`config.mk`:
```
export PLATFORM = sky130hd
export DESIGN_NAME = keypad_emulator
export DESIGN_NICKNAME = d
export VERILOG_FILES = /design/src/rtl/keypad_emulator.sv
export SDC_FILE = /design/constraint.sdc
export NUM_CORES = 1
export LEC_CHECK = 0
export CAP_MARGIN = 20
export CELL_PAD_IN_SITES_DETAIL_PLACEMENT = 1
export CELL_PAD_IN_SITES_GLOBAL_PLACEMENT = 1
export CORE_MARGIN = 4
export CORE_UTILIZATION = 40
export CTS_CLUSTER_SIZE = 14
export DETAILED_ROUTE_END_ITERATION = 10
export PLACE_DENSITY = 0.68
export SLEW_MARGIN = 10
export SYNTH_ARGS = -nofsm -noshare
export SYNTH_HDL_FRONTEND = slang
export SYNTH_SLANG_ARGS = --single-unit
```
`constraint.sdc`:
```
create_clock -name clk -period 5.35 [get_ports clk]
set_input_delay 0.8025 -clock clk [delete_from_list [all_inputs] [get_ports clk]]
set_output_delay 0.8025 -clock clk [all_outputs]
set_load 0.005 [all_outputs]
```
`src/rtl/keypad_emulator.sv`:
```
// 4x4 matrix keypad responder: answers scanner column drive on the
// row lines as if one key were held, with LFSR contact bounce.
module keypad_emulator #(
  parameter int          HOLD_CYCLES   = 200000,
  parameter int          BOUNCE_CYCLES = 2000,
  parameter logic [15:0] LFSR_SEED     = 16'hACE1
) (
  input  logic       clk,
  input  logic       reset,
  input  logic       start,
  input  logic [3:0] key,
  input  logic [3:0] C,
  output logic [3:0] R,
  output logic       busy,
  output logic       done
);

  localparam int MAXC =
    (HOLD_CYCLES > BOUNCE_CYCLES) ?
    HOLD_CYCLES : BOUNCE_CYCLES;
  localparam int CW = $clog2(MAXC + 1);
  localparam logic [CW-1:0] HLOAD =
    CW'(HOLD_CYCLES - 1);
  localparam logic [CW-1:0] BLOAD =
    (BOUNCE_CYCLES > 0) ?
    CW'(BOUNCE_CYCLES - 1) : '0;

  typedef enum logic [2:0] {
    IDLE,
    PRESS_B,
    HOLD,
    REL_B,
    DONE
  } state_t;

  state_t        state, state_d;
  logic [CW-1:0] cnt, cnt_d;
  logic [3:0]    key_q, key_d;
  logic [15:0]   lfsr;
  logic          bouncing;
  logic          contact;
  logic [1:0]    row_q, col_q;

  always_ff @(posedge clk or negedge reset) begin
    if (!reset) begin
      state <= IDLE;
      cnt   <= '0;
      key_q <= '0;
      busy  <= 1'b0;
      done  <= 1'b0;
    end else begin
      state <= state_d;
      cnt   <= cnt_d;
      key_q <= key_d;
      busy  <= (state_d == PRESS_B) ||
               (state_d == HOLD) ||
               (state_d == REL_B);
      done  <= (state_d == DONE);
    end
  end

  // Each state loads its length minus one; leaving on zero.
  always_comb begin
    state_d = state;
    cnt_d   = cnt;
    key_d   = key_q;
    unique case (state)
      IDLE: begin
        if (start) begin
          key_d = key;
          if (BOUNCE_CYCLES == 0) begin
            state_d = HOLD;
            cnt_d   = HLOAD;
          end else begin
            state_d = PRESS_B;
            cnt_d   = BLOAD;
          end
        end
      end
      PRESS_B: begin
        if (cnt == '0) begin
          state_d = HOLD;
          cnt_d   = HLOAD;
        end else begin
          cnt_d = cnt - CW'(1);
        end
      end
      HOLD: begin
        if (cnt == '0) begin
          if (BOUNCE_CYCLES == 0) begin
            state_d = DONE;
            cnt_d   = '0;
          end else begin
            state_d = REL_B;
            cnt_d   = BLOAD;
          end
        end else begin
          cnt_d = cnt - CW'(1);
        end
      end
      REL_B: begin
        if (cnt == '0) begin
          state_d = DONE;
          cnt_d   = '0;
        end else begin
          cnt_d = cnt - CW'(1);
        end
      end
      DONE: begin
        state_d = IDLE;
        cnt_d   = '0;
      end
      default: begin
        state_d = IDLE;
        cnt_d   = '0;
      end
    endcase
  end

  assign bouncing = (state == PRESS_B) ||
                    (state == REL_B);

  always_ff @(posedge clk or negedge reset) begin
    if (!reset) begin
      lfsr <= LFSR_SEED;
    end else if (bouncing) begin
      lfsr <= {lfsr[0] ^ lfsr[2] ^
               lfsr[3] ^ lfsr[5],
               lfsr[15:1]};
    end
  end

  always_comb begin
    contact = 1'b0;
    if (state == HOLD) contact = 1'b1;
    else if (bouncing) contact = lfsr[0];
  end

  always_comb begin
    row_q = 2'd3;
    col_q = 2'd1;
    case (key_q)
      4'h1: begin row_q = 2'd0; col_q = 2'd0; end
      4'h2: begin row_q = 2'd0; col_q = 2'd1; end
      4'h3: begin row_q = 2'd0; col_q = 2'd2; end
      4'hA: begin row_q = 2'd0; col_q = 2'd3; end
      4'h4: begin row_q = 2'd1; col_q = 2'd0; end
      4'h5: begin row_q = 2'd1; col_q = 2'd1; end
      4'h6: begin row_q = 2'd1; col_q = 2'd2; end
      4'hB: begin row_q = 2'd1; col_q = 2'd3; end
      4'h7: begin row_q = 2'd2; col_q = 2'd0; end
      4'h8: begin row_q = 2'd2; col_q = 2'd1; end
      4'h9: begin row_q = 2'd2; col_q = 2'd2; end
      4'hC: begin row_q = 2'd2; col_q = 2'd3; end
      4'hE: begin row_q = 2'd3; col_q = 2'd0; end
      4'h0: begin row_q = 2'd3; col_q = 2'd1; end
      4'hF: begin row_q = 2'd3; col_q = 2'd2; end
      4'hD: begin row_q = 2'd3; col_q = 2'd3; end
      default: begin row_q = 2'd3; col_q = 2'd1; end
    endcase
  end

  // Zero-latency column-to-row path; only the key's column matters.
  always_comb begin
    R        = 4'hF;
    R[row_q] = ~(contact & ~C[col_q]);
  end

endmodule

```
; ---- After elaboration in Yosys (flattened, before gate mapping)
; Memories as Yosys holds them, arrays and structs flattened.
; Cells that the tools add are included.
[word_totals]
reg_bits = 43
romBits = 64
in_bits = 11
output_inout_bits = 6
word_cells = 50
n_memories = 1
[mem_list]
columns = name, depth, width, read_ports, rd_ports_with_merged_regs, wr, line
row1 = (name not given), 16, 4, 1, 0, 0, 142  ; case (key_q)
[op_classes]
n_addsub = 1
magnitude_cmp = 3
eq_ne = 8
n_mux = 16
n_bitwise = 8
n_reduce_logical = 7
[ops]
columns = operator, n
row1 = 2-to-1 mux 18 bit, 4
row2 = one-hot mux 18 bit (4 select lines), 1
row3 = logical NOT 18 bit, 1
row4 = "subtractor 18 x 1 -> 18 bit, second input constant", 1
row5 = "== test 3 x 2 -> 1 bit, second input constant", 4
row6 = 2-to-1 mux 3 bit, 4
row7 = one-hot mux 3 bit (4 select lines), 1
row8 = "== test 3 x 1 -> 1 bit, second input constant", 2
row9 = "< comparator 2 x 3 -> 1 bit, second input constant", 2
row10 = 2-to-1 mux 1 bit, 4
row11 = NOT 4 bit, 1
row12 = OR 4 bit, 1
row13 = "== test 3 bit, second input constant", 1
row14 = logical NOT 3 bit, 1
row15 = logical OR 1 bit, 3
row16 = bitwise XOR 1 bit, 3
row17 = binary-select mux 1 bit (select 2 bit), 1
row18 = demux 1 bit (select 2 bit), 1
row19 = ">= comparator 2 x 1 -> 1 bit, second input constant", 1
row20 = "inequality test 2 bit, second input constant", 1
row21 = NOT 1 bit, 2
row22 = AND reduction 2 bit, 1
row23 = bitwise AND 1 bit, 1
row24 = logical AND 1 bit, 1

; ---- Longest topological paths before layout
[logic_depth]
word_depth = 7
depth_mapped = 8
mapped_depth_nobuf = 7

; ---- Least setup slack after synthesis
; No wires, ideal clock.
[synth_path]
path_kind = input to output
startpoint = input C[0]
endpoint = output R[1]
t_arrival_ns = 1.828
t_required_ns = 4.548
setup_slack_ns = 2.720
path_stages = 5
n_path_buf = 0
cell_sequence = mux2_2 -> a21oi_1 -> o221ai_1 -> a221oi_1 -> o21ai_0
[synth_via]
elab_chain_cells = 6
[synth_lines]
columns = item, line
row1 = from (decl), 12  ; input logic [3:0] C,
row2 = binary-select mux 1 bit (select 2 bit), 166  ; R[row_q] = ~(contact & ~C[col_q]);
row3 = 2-to-1 mux 1 bit (implied by the code), 166
row4 = NOT 1 bit, 166
row5 = bitwise AND 1 bit, 166
row6 = NOT 1 bit, 166
row7 = OR 4 bit (no source line), -
row8 = to (decl), 13  ; output logic [3:0] R,
; No other way between the ends. The select of a mux whose other input is x is not followed.

; ---- Worst setup path in the final report
[layout_path]
startpoint = input C[0]
endpoint = output R[2]
; The elaborated chain is that of the path after synthesis.

==> results_dict.tcl <==
set metrics [dict create \
    drive_gt1_share_pct 16.9 \
    hold_buffers 0 \
    grt_start_max_net_pins 44 \
    fin_crit_ns 3.74 \
    post_cts_resized 0 \
    cts_buffers 5 \
    p_per_area_mw_per_mm2 311 \
    ant_nets 0 \
    clkTransAtPathRegs_ns 0.09 \
    syn_area_mm2 0.00241 \
    clkLatencyLatePin_ns 0.30 \
    mostFrequentLayoutCell "dfrtp_1" \
    stdcell_count 332 \
    clock-sinks 43 \
    vias_per_cell 5.86 \
    post_cts_buffers 0 \
    core-area_mm2 0.00568 \
    htreeDepth 2 \
    fp.dieH_um 85.6 \
    die_area_mm2 0.00733 \
    end_kind "output pin" \
    p_leak_nw 1.10 \
    synth_async_sr_flop_share_pct 100 \
    tightestPinTransition_ns 0.821 \
    grt_pass1_wl_um 10200 \
    fmax_ghz 0.267 \
    period_share_pct 70.0 \
    hpwl_um 3970 \
    postSynthCellCount 252 \
    routed_wirelength_um 5840 \
    finalHoldViolCount 0 \
    synth_flop_cell "dfrtp_1" \
    final-setup-viol-count 0 \
    num_rows 27 \
    worst_ep_arrival_time_ns 2.94 \
    vias 1945 \
    grt_overflow 0 \
    critPathLaunchType "primary input" \
    ir_drop_v 0.000188 \
    grt_pass1_vias 2014 \
    gp_congestion 0.784 \
    dr.pass1.iters 4 \
    io-pin-count 17 \
    synthesis.nets 265 \
    antenna_cells 0 \
    critPathKind "primary input to output pin" \
    io_buffers 16 \
    wire_per_inst_um 17.6 \
    syn_to_final_growth_pct 13.0 \
    synth_warnings 0 \
    layout.nets 272 \
    required_ns 4.55 \
    grtUsageTotal_pct 17.0 \
    cts_tree "done" \
    first_iter_violations 72 \
    drv_slew 0 \
    slew_headroom_pct 45.3 \
    fp.dieW_um 85.6 \
    synth-seq-cells 43 \
    grt_setup_unrepaired "no" \
    clockBufferDepth 2 \
    antenna_found_initial 0 \
    synth_cell_types 49 \
    dp_cells 323 \
    start_util_pct 42.4 \
    skew_ns 0.00492 \
    drc 0 \
    layout_common_cells "35 x dfrtp_1, 20 x o21ai_0, 18 x nand2_1" \
    critPathMaxFanout 4 \
    avgSynthCellArea_um2 9.56 \
    hold_path.class "primary input to async pin" \
    ys_seq_area_share_pct 45.1 \
    cts-root-buf "clkbuf_8" \
    synth_edf_count 0 \
    status "finished clean" \
    drv_cap 0 \
    tns_ns 0 \
]
-- per-layer routing --
layer	global-route usage, %	wire length (um)	vias to the layer above
met5	0	0	-
met4	3.02	47	0
met3	2.59	124	5
met2	27.2	2650	21
met1	24.5	3020	977
li1	-	-	942
-- report_power, final --
group | leakage, nW | internal, mW | switching, mW
clock | 0.0587 | 0.142 | 0.124
combinational | 0.522 | 0.0729 | 0.0823
sequential | 0.515 | 0.363 | 0.0640
total | 1.10 | 0.577 | 0.270
-- cell usage after synthesis (all sizes together) (3+ instances only) --
library cell / n / area share [%]
a21oi: 9 / 1.9
nor2b: 3 / 0.78
nand3: 7 / 1.5
mux2: 17 / 7.9
xor2: 6 / 2.2
o21bai: 3 / 0.93
dfrtp: 35 / 36
inv: 7 / 1.1
a31oi: 5 / 1.3
dfstp: 8 / 8.7
or2: 4 / 1.0
o31ai: 3 / 1.1
nor4: 6 / 1.6
nand2: 19 / 3.1
a311o: 3 / 1.2
buf: 5 / 1.0
nor3: 9 / 1.9
xnor2: 3 / 1.1
or4: 5 / 1.6
nor3b: 5 / 1.6
a211oi: 5 / 1.6
o21ai: 20 / 4.2
a221oi: 4 / 1.5
nor2: 17 / 2.6
clkbuf: 13 / 2.1
or3: 5 / 1.3
-- metrics by stage --
stage	total power, mW	setup slack [ns]	utilization, %	hold WS [ns]	cell area, um2
2_1_floorplan	0.540	2.72	-	0.455	2410
3_3_place_gp	0.581	1.69	45.6	0.469	2590
3_5_place_dp	0.586	1.63	45.6	0.477	2590
4_1_cts	0.856	1.62	47.6	0.491	2700
5_1_grt	0.909	1.40	48.0	0.425	2720
6_report	0.848	1.61	48.0	0.413	2720
-- worst max-delay path, cell delays in order --
cell and delay (ns):
clkdlybuf4s50_1 0.44, mux2_2 0.27, a21oi_1 0.14, o221ai_1 0.12
a221oi_1 0.49, o21ai_0 0.19, clkdlybuf4s50_1 0.49
-- registers in the layout, indices dropped and copies added (netlist names) --
name,flops
done,1
cnt,18
key_q,4
busy,1
state,3
lfsr,16
-- cell type report --
cell class | count | area [um2]
clock buffers | 5 | 68.8
clock inverters | 3 | 47.5
fillers | 658 | 2950
inverters | 7 | 26.3
multi-input cells | 184 | 1220
flip-flops and latches | 43 | 1090
well taps | 72 | 90.1
repair buffers | 18 | 183
-- cells by family after synthesis --
kind of cell | synth area share (%)
compound gates | 18.0
xor+xnor | 3.27
fa+ha+maj | 1.04
buf+inv | 4.21
flops | 45.1
mux | 8.36
simple gates | 20.0
-- worst paths after layout --
| kind | slack, ns | cells past startpoint | startpoint | to |
|---|---|---|---|---|
| max | 1.61 | 7 | C[0] | R[2] |
| min | 0.41 | 1 | reset | lfsr[4] |
| max reg2reg | 2.55 | 5 | cnt[6] | cnt[2] |
| min reg2reg | 0.48 | 2 | lfsr[15] | lfsr[15] |
| max in group asynchronous | 4.38 | 2 | reset | lfsr[13] |
| min in group clk | 0.48 | 2 | lfsr[15] | lfsr[15] |
Power figures use the tool's default switching activity.
